<file path="src/rtl/maze_pkg.sv">
`default_nettype none
// +-----------------------------------------------------------------------+
// | maze_pkg : shared flit layout, link FSM states and node-match helper   |
// | Revision : 1.0                                                         |
// +-----------------------------------------------------------------------+
package maze_pkg;

    localparam int ID_W   = 6;
    localparam int QOS_W  = 2;
    localparam int TYPE_W = 2;
    localparam int DATA_W = 16;
    localparam int FLIT_W = QOS_W + TYPE_W + 2 * ID_W + DATA_W;

    typedef struct packed {
        logic [QOS_W-1:0]  qos;
        logic [TYPE_W-1:0] kind;
        logic [ID_W-1:0]   src;
        logic [ID_W-1:0]   tgt;
        logic [DATA_W-1:0] data;
    } flit_t;

    typedef enum logic [1:0] {
        ST_NORMAL = 2'd0,
        ST_FLUSH  = 2'd1,
        ST_FAULT  = 2'd2
    } link_state_e;

    function automatic logic flit_hits_node(input logic [ID_W-1:0] src,
                                            input logic [ID_W-1:0] tgt,
                                            input logic [ID_W-1:0] node);
        return (tgt == node) || (src == node);
    endfunction

endpackage
`default_nettype wire

</file>
<file path="src/rtl/maze_irs_stage.sv">
`default_nettype none
// +-----------------------------------------------------------------------+
// | maze_irs_stage : one register slice that drops flits bound to/from a   |
// |                  faulted node on the way in                            |
// | Revision : 1.0                                                         |
// +-----------------------------------------------------------------------+
module maze_irs_stage
    import maze_pkg::*;
(
    input  logic            clk,
    input  logic            rst,
    input  logic            pg_en,
    input  logic [ID_W-1:0] pg_node,
    input  logic            in_vld,
    input  flit_t           in_flit,
    output logic            out_vld,
    output flit_t           out_flit,
    output logic            kill
);

    assign kill = in_vld & pg_en & flit_hits_node(in_flit.src, in_flit.tgt, pg_node);

    always_ff @(posedge clk) begin
        if (rst) begin
            out_vld <= 1'b0;
        end else begin
            out_vld <= in_vld & ~kill;
        end
    end

    // Payload is only captured alongside a valid; no reset needed.
    always_ff @(posedge clk) begin
        if (in_vld) begin
            out_flit <= in_flit;
        end
    end

endmodule
`default_nettype wire

</file>
<file path="src/rtl/maze_link_pipe.sv">
`default_nettype none
// +-----------------------------------------------------------------------+
// | maze_link_pipe : multi-channel link delay pipe with fault-node kill,   |
// |                  per-channel drop counters and flush/fault tracking    |
// | Revision : 1.0                                                         |
// +-----------------------------------------------------------------------+
module maze_link_pipe
    import maze_pkg::*;
#(
    parameter int NUM_CH = 2,
    parameter int DEPTH  = 2,
    parameter int CNT_W  = 16
) (
    input  logic                         clk,
    input  logic                         rst,
    input  logic                         pg_en,
    input  logic [ID_W-1:0]              pg_node,
    input  logic                         cnt_clr,
    input  logic [NUM_CH-1:0]            in_vld,
    input  logic [NUM_CH-1:0][FLIT_W-1:0] in_flit,
    output logic [NUM_CH-1:0]            out_vld,
    output logic [NUM_CH-1:0][FLIT_W-1:0] out_flit,
    output logic [NUM_CH-1:0][CNT_W-1:0] drop_cnt,
    output logic                         link_busy,
    output logic                         flush_busy
);

    localparam int TMR_W  = (DEPTH > 1) ? $clog2(DEPTH) : 1;
    localparam int KILL_W = $clog2(DEPTH + 2);
    localparam int SUM_W  = CNT_W + KILL_W;
    localparam logic [TMR_W-1:0] TMR_LOAD = TMR_W'(DEPTH - 1);

    logic              stg_vld  [NUM_CH][DEPTH];
    logic              stg_kill [NUM_CH][DEPTH];
    flit_t             stg_flit [NUM_CH][DEPTH];
    logic [NUM_CH-1:0] tail_kill;
    logic [KILL_W-1:0] kill_sum [NUM_CH];
    logic [SUM_W-1:0]  cnt_sum  [NUM_CH];

    link_state_e       state, state_nxt;
    logic [TMR_W-1:0]  timer, timer_nxt;
    logic [ID_W-1:0]   cap_node, cap_node_nxt;

    generate
        for (genvar c = 0; c < NUM_CH; c++) begin : g_ch
            for (genvar s = 0; s < DEPTH; s++) begin : g_stage
                logic  src_vld;
                flit_t src_flit;
                if (s == 0) begin : g_entry
                    assign src_vld  = in_vld[c];
                    assign src_flit = in_flit[c];
                end else begin : g_link
                    assign src_vld  = stg_vld[c][s-1];
                    assign src_flit = stg_flit[c][s-1];
                end
                maze_irs_stage u_stage (
                    .clk      (clk),
                    .rst      (rst),
                    .pg_en    (pg_en),
                    .pg_node  (pg_node),
                    .in_vld   (src_vld),
                    .in_flit  (src_flit),
                    .out_vld  (stg_vld[c][s]),
                    .out_flit (stg_flit[c][s]),
                    .kill     (stg_kill[c][s])
                );
            end
            // Last slice is checked at the port so a faulted flit never shows out_vld.
            assign tail_kill[c] = stg_vld[c][DEPTH-1] & pg_en &
                                  flit_hits_node(stg_flit[c][DEPTH-1].src,
                                                 stg_flit[c][DEPTH-1].tgt, pg_node);
            assign out_vld[c]  = stg_vld[c][DEPTH-1] & ~tail_kill[c];
            assign out_flit[c] = stg_flit[c][DEPTH-1];
        end
    endgenerate

    always_comb begin
        link_busy = 1'b0;
        for (int c = 0; c < NUM_CH; c++) begin
            kill_sum[c] = KILL_W'(tail_kill[c]);
            for (int s = 0; s < DEPTH; s++) begin
                kill_sum[c] = kill_sum[c] + KILL_W'(stg_kill[c][s]);
                link_busy   = link_busy | stg_vld[c][s];
            end
            cnt_sum[c] = SUM_W'(drop_cnt[c]) + SUM_W'(kill_sum[c]);
        end
    end

    always_ff @(posedge clk) begin
        for (int c = 0; c < NUM_CH; c++) begin
            if (rst || cnt_clr) begin
                drop_cnt[c] <= '0;
            end else if (|cnt_sum[c][SUM_W-1:CNT_W]) begin
                drop_cnt[c] <= '1;
            end else begin
                drop_cnt[c] <= cnt_sum[c][CNT_W-1:0];
            end
        end
    end

    always_ff @(posedge clk) begin
        if (rst) begin
            state    <= ST_NORMAL;
            timer    <= '0;
            cap_node <= '0;
        end else begin
            state    <= state_nxt;
            timer    <= timer_nxt;
            cap_node <= cap_node_nxt;
        end
    end

    always_comb begin
        state_nxt    = state;
        timer_nxt    = timer;
        cap_node_nxt = cap_node;
        case (state)
            ST_NORMAL: begin
                if (pg_en) begin
                    state_nxt    = ST_FLUSH;
                    timer_nxt    = TMR_LOAD;
                    cap_node_nxt = pg_node;
                end
            end
            ST_FLUSH: begin
                if (!pg_en) begin
                    state_nxt = ST_NORMAL;
                end else if (timer == '0) begin
                    state_nxt = ST_FAULT;
                end else begin
                    timer_nxt = timer - TMR_W'(1);
                end
            end
            ST_FAULT: begin
                if (!pg_en) begin
                    state_nxt = ST_NORMAL;
                end else if (pg_node != cap_node) begin
                    state_nxt    = ST_FLUSH;
                    timer_nxt    = TMR_LOAD;
                    cap_node_nxt = pg_node;
                end
            end
            default: state_nxt = ST_NORMAL;
        endcase
    end

    assign flush_busy = (state == ST_FLUSH);

endmodule
`default_nettype wire

</file>
<file path="config.mk">
export PLATFORM = sky130hd
export DESIGN_NAME = maze_link_pipe
export DESIGN_NICKNAME = d
export VERILOG_FILES = /design/src/rtl/maze_pkg.sv /design/src/rtl/maze_irs_stage.sv /design/src/rtl/maze_link_pipe.sv
export SDC_FILE = /design/constraint.sdc
export NUM_CORES = 1
export LEC_CHECK = 0
export ABC_AREA = 1
export CAP_MARGIN = 20
export CELL_PAD_IN_SITES_DETAIL_PLACEMENT = 2
export CELL_PAD_IN_SITES_GLOBAL_PLACEMENT = 2
export CORE_MARGIN = 3
export CORE_UTILIZATION = 31
export DETAILED_ROUTE_END_ITERATION = 8
export PLACE_DENSITY = 0.88
export REMOVE_ABC_BUFFERS = 1
export SLEW_MARGIN = 20
export SYNTH_ARGS = -nofsm -noshare
export SYNTH_HDL_FRONTEND = slang
export SYNTH_HIERARCHICAL = 1
export SYNTH_SLANG_ARGS = --single-unit
</file>
<file path="constraint.sdc">
create_clock -name clk -period 4.1 [get_ports clk]
set_clock_uncertainty 0.15 [all_clocks]
set_input_delay 0.615 -clock clk [delete_from_list [all_inputs] [get_ports clk]]
set_output_delay 0.615 -clock clk [all_outputs]
set_load 0.005 [all_outputs]
</file>
Word level (Yosys, flattened, before mapping). Index checks and enable logic that the tools add are counted.

Flip-flop bits (word level): 173. Bits in latches: 0. Bits in writable memories: 0. ROM bits: 0. Bits of input ports: 76. Output and inout port bits: 100. Logic and storage cells: 117. Memories: 0.

Add/sub/neg operators: 7. Multipliers: 0. Divide/modulo/power cells: 0. Order comparisons: 0. Eq/ne operators: 21. Shift-type cells: 0. Muxes and demuxes: 18. Bitwise gates (word level): 27. Reductions and logical operators: 15.

Operators with widths (number): $eq 6x6->1 (12); $add 16x2->17 (2); $mux 16 (2); $and 1x1->1 (18); $mux 6 (3); $pmux 6 s2 (1); $mux 2 (5); $ne 2x2->1 const B (4); $logic_or 1x1->1 (7); $ne 3x3->1 const B (2); $ne 6x6->1 (1); $not 1->1 (6); $pmux 2 s3 (1); $mux 1 (5); $reduce_and 5->1 (1); $add 1x1->2 (2); $add 2x1->2 (2); $reduce_and 4->1 (1); $reduce_or 2->1 (2); $or 1x1->1 (3); $pmux 1 s3 (1); $reduce_and 3->1 (1); $reduce_bool 3->1 (1); $eq 2x1->1 const B (1); 4 further kinds (4).

Longest topological paths before layout.
Depth in word-level cells: 8. Gate-level depth with buffers: 19. Depth with buffers taken out: 19.

Hierarchy. Netlist, hierarchy kept.

By module, submodules not included: maze_irs_stage (times used 4, cells each 102, area an instance 1266.2 sq um, sequential area each 980.9 sq um); maze_link_pipe (times used 1, cells each 403, area an instance 2692.6 sq um, sequential area each 820.8 sq um).

Worst setup path after synthesis. No wires, ideal clock.

Kind: in2reg. Start: in pg_node[1]. End: reg drop_cnt[28] in the netlist's numbering. Library setup time: 0.119 ns. Arrival: 3.134 ns. Required time: 3.831 ns. Slack: 0.697 ns. Stages on the path: 17. Buffers on the path: 1. Cell sequence: buf_4 or2_2 a21oi_1 nand3_1 nand2_1 nand2_1 nor2_1 fa_1 ha_1 fa_1 nand2_1 nor2_2 nand2_2 nor2_4 or2_2 inv_1 nor2_1.

Word-level cells in the longest chain between the ends: 8. Elaborated cells between the ends (all ways): 17. Those cells by class: 3 x add/sub; 6 x eq/ne; 1 x mux; 3 x bitwise; 4 x reduce/logical.

RTL lines: from (decl) (RTL line maze_link_pipe.sv:17) `input logic [ID_W-1:0] pg_node,`; $eq 6x6->1 (RTL line maze_pkg.sv:31) `return (tgt == node) || (src == node);`; $logic_or 1x1->1 (RTL line maze_pkg.sv:31); $and 1x1->1, on equally long branches (RTL line maze_link_pipe.sv:69, maze_irs_stage.sv:21); $add 1x1->2 (RTL line maze_link_pipe.sv:82) `kill_sum[c] = kill_sum[c] + KILL_W'(stg_kill[c][s]);`; $add 2x1->2 (*) (RTL line maze_link_pipe.sv:82); $add 16x2->17 (*) (RTL line maze_link_pipe.sv:85) `cnt_sum[c] = SUM_W'(drop_cnt[c]) + SUM_W'(kill_sum[c]);`; $reduce_or 2->1 (RTL line maze_link_pipe.sv:93) `end else if (|cnt_sum[c][SUM_W-1:CNT_W]) begin`; $mux 16 (*) (RTL line maze_link_pipe.sv:93); to (signal, indexed assignment) (RTL line maze_link_pipe.sv:96) `drop_cnt[c] <= cnt_sum[c][CNT_W-1:0];`; to (decl) (RTL line maze_link_pipe.sv:23) `output logic [NUM_CH-1:0][CNT_W-1:0] drop_cnt,`.

Mark *: on every way between the ends. The rest lies on a longest branch, timed or not. A chain may end at the register's enable or synchronous reset.

Worst setup path in the final report.
Start: in pg_node[3]. End: reg drop_cnt[5] in the netlist's numbering.

Same word-level chain as after synthesis.

==> summary.md <==
| Metric | Value |
|---|---|
| Yosys warnings | 6 |
| Worst slew margin | 0.514 |
| DP Wirelength | 18.8 mm |
| Vias in the first global route | 7,079 |
| Synth area leaders | edfxtp_1 50%, nand2_1 12%, dfxtp_1 12% |
| Post-cts resize count | 0 |
| CTS tree | done |
| Worst setup SP type | input port |
| Setup Fix Bufs, Post-CTS | 0 |
| Peak Freq | 266 MHz |
| Cell area after synthesis | 0.00776 mm2 |
| Met1 Use GR | 0.217 |
| Worst-margin pin slew | 0.728 ns |
| Width of the die | 164 um |
| Met3 Usage GRT | 0.0487 |
| Post-CTS Hold Buffers | 0 |
| RSZ-0062 raised after global routing | false |
| Synth unique cells | 34 |
| WL/cell | 18.9 um |
| Row count | 57 |
| Initial DRC count | 250 |
| Worst skew pair latency | 0.44 ns |
| CTS Buffer Depth | 2 |
| Post-synthesis sequential area ratio | 0.612 |
| Layout Cells excl Fill | 1,352 |
| TritonCTS buffer count | 17 |
| Routed vias/inst | 4.60 |
| Met2 GRT Util | 0.374 |
| Inst Count DP | 1,319 |
| Most common cell after layout, fill and taps aside | nand2_1 |
| Global-route layer with the greatest usage | met2 |
| Final ANT Viol Nets | 0 |
| Via count | 6,217 |
| Arrival @ worst endpoint | 3.97 ns |
| Crit Path Class | in -> reg |
| Syn_area_per_cell | 9.57 um2 |
| Outcome | finished clean |
| Post-place setup slack | -0.0735 ns |
| Hold/Removal Path Class | reg -> reg |
| Final period util | 0.916 |
| Setup TNS | 0 ns |
| # DRC | 0 |
| Initial Util | 0.317 |
| Post-synthesis sequential element count | 173 |
| H-tree depth | 4 |
| Gate count of the mapped netlist | 811 |
| Worst-path maximum fanout | 8 |
| Final Critical Period | 3.76 ns |
| Critical Path RT | 4.32 ns |
| Clk root buf | clkbuf_16 |
| Maxcap violations | 0 |
| Peak supply drop | 0.000244 V |
| Die area | 0.0270 mm2 |
| First-pass GRT wire length | 40.1 mm |
| Setup-failing EPs final | 0 |
| Die Span Y | 164 um |
| CORE AREA | 0.0245 mm2 |
| Antenna violations before repair | 1 |
| Total GRT Usage | 0.198 |
| Largest net degree at the start of global routing | 35 |
| I/O Buffers | 175 |
| Util after Layout | 0.436 |
| Leading area contributor after synthesis | edfxtp_1 |
| DR pass1 iterations | 4 |
| Gpl congestion | 0.761 |
| Synth top area share | 0.495 |
| GRT overflow | 0 |
| Fin. max-slew vios | 0 |
| DP Area | 0.0101 mm2 |
| Worst-path clk slew | 0.08 ns |
| Hold Vio Cnt, Final | 0 |
| Area delta synth->final | 37.5% |
| Total Wirelength | 25.5 mm |
| Top Ports | 176 |
| Crit path capture type | flop |
| Final nets | 1,098 |
| Commonest cells after routing, fill and taps aside | 243 x nand2_1, 175 x clkdlybuf4s50_1, 128 x edfxtp_1 |
| Pleak | 0.00456 uW |
| Layout cells sized above 1 | 0.117 |
| P per Cell Area | 391 mW/mm2 |
| Final worst setup slack | 0.342 ns |
| Clock Sinks | 173 |
| Final design area excluding fillers | 0.0107 mm2 |
-- report_power, final --
part	switching, uW	internal (uW)
clock network	811	822
registers	61.8	2010
logic	243	227
-- per-stage QoR --
stage | total power (uW) | hold WS [ns]
6_report | 4170 | 0.269
3_3_place_gp | 2530 | 0.250
2_1_floorplan | 2240 | 0.250
4_1_cts | 4230 | 0.270
3_5_place_dp | 2580 | 0.256
5_1_grt | 4350 | 0.283
-- final timing paths --
path,from,slack [ns],cells past startpoint,endpoint
worst max register to register,g_ch[1].g_stage[1].u_stage/out_flit[17],0.71,17,drop_cnt[24]
worst min register to register,g_ch[0].g_stage[0].u_stage/out_flit[1],0.27,0,g_ch[0].g_stage[1].u_stage/out_flit[1]
worst max-delay path,pg_node[3],0.34,16,drop_cnt[5]
worst min-delay path,g_ch[0].g_stage[0].u_stage/out_flit[1],0.27,0,g_ch[0].g_stage[1].u_stage/out_flit[1]
-- metal layers --
layer / vias to the layer above / part of all wire
li1: 2970 / -
met1: 3089 / 0.39
met2: 132 / 0.55
met3: 26 / 0.045
met4: 0 / 0.018
met5: - / 0
-- worst max-delay path: stages --
cell	delay (ns)
clkdlybuf4s50_1	0.70
inv_2	0.15
o21ai_0	0.25
nor2_1	0.10
nand3_1	0.09
nand2_1	0.08
nand2_1	0.07
nor2_1	0.07
fa_1	0.49
ha_1	0.19
fa_1	0.24
nand4_2	0.13
nor2_4	0.17
nand4_2	0.23
buf_4	0.25
a21oi_1	0.14
-- flip-flops by register name (all words and copies together), names as in the netlist --
signal / count
cap_node: 6
drop_cnt: 32
g_ch.g_stage.u_stage/out_flit: 128
g_ch.g_stage.u_stage/out_vld: 4
state: 2
timer: 1
-- cell type report --
cell class	count	area, um2
Antenna cell	1	2.50
Clock buffer	17	425
Multi-Input combinational cell	483	2400
Clock inverter	15	178
Fill cell	2592	13800
Inverter	145	544
Sequential cell	173	4740
Timing Repair Buffer	194	1970
Tap cell	324	405
-- cells by family after synthesis --
family / synth area share
AOI/OAI and AO/OA: 0.0313
xor gates and xnor gates: 0.0316
adders and majority gates: 0.0168
buffers and inverters: 0.0792
DFF: 0.612
and+or+nand+nor: 0.230
-- synth_stat cells, drive strengths merged --
cell    number
o21ai        7
nor3        12
nand3       43
clkbuf       2
or2          5
a31oi        2
nor3b        1
nand2      255
edfxtp     128
nor2        79
ha           4
inv        145
nand4        8
dfxtp       45
a22oi        1
buf          8
xor2        23
o31ai        1
a21oi       33
xnor2        5
fa           4
Note: power is estimated with default switching activity, not from simulation.
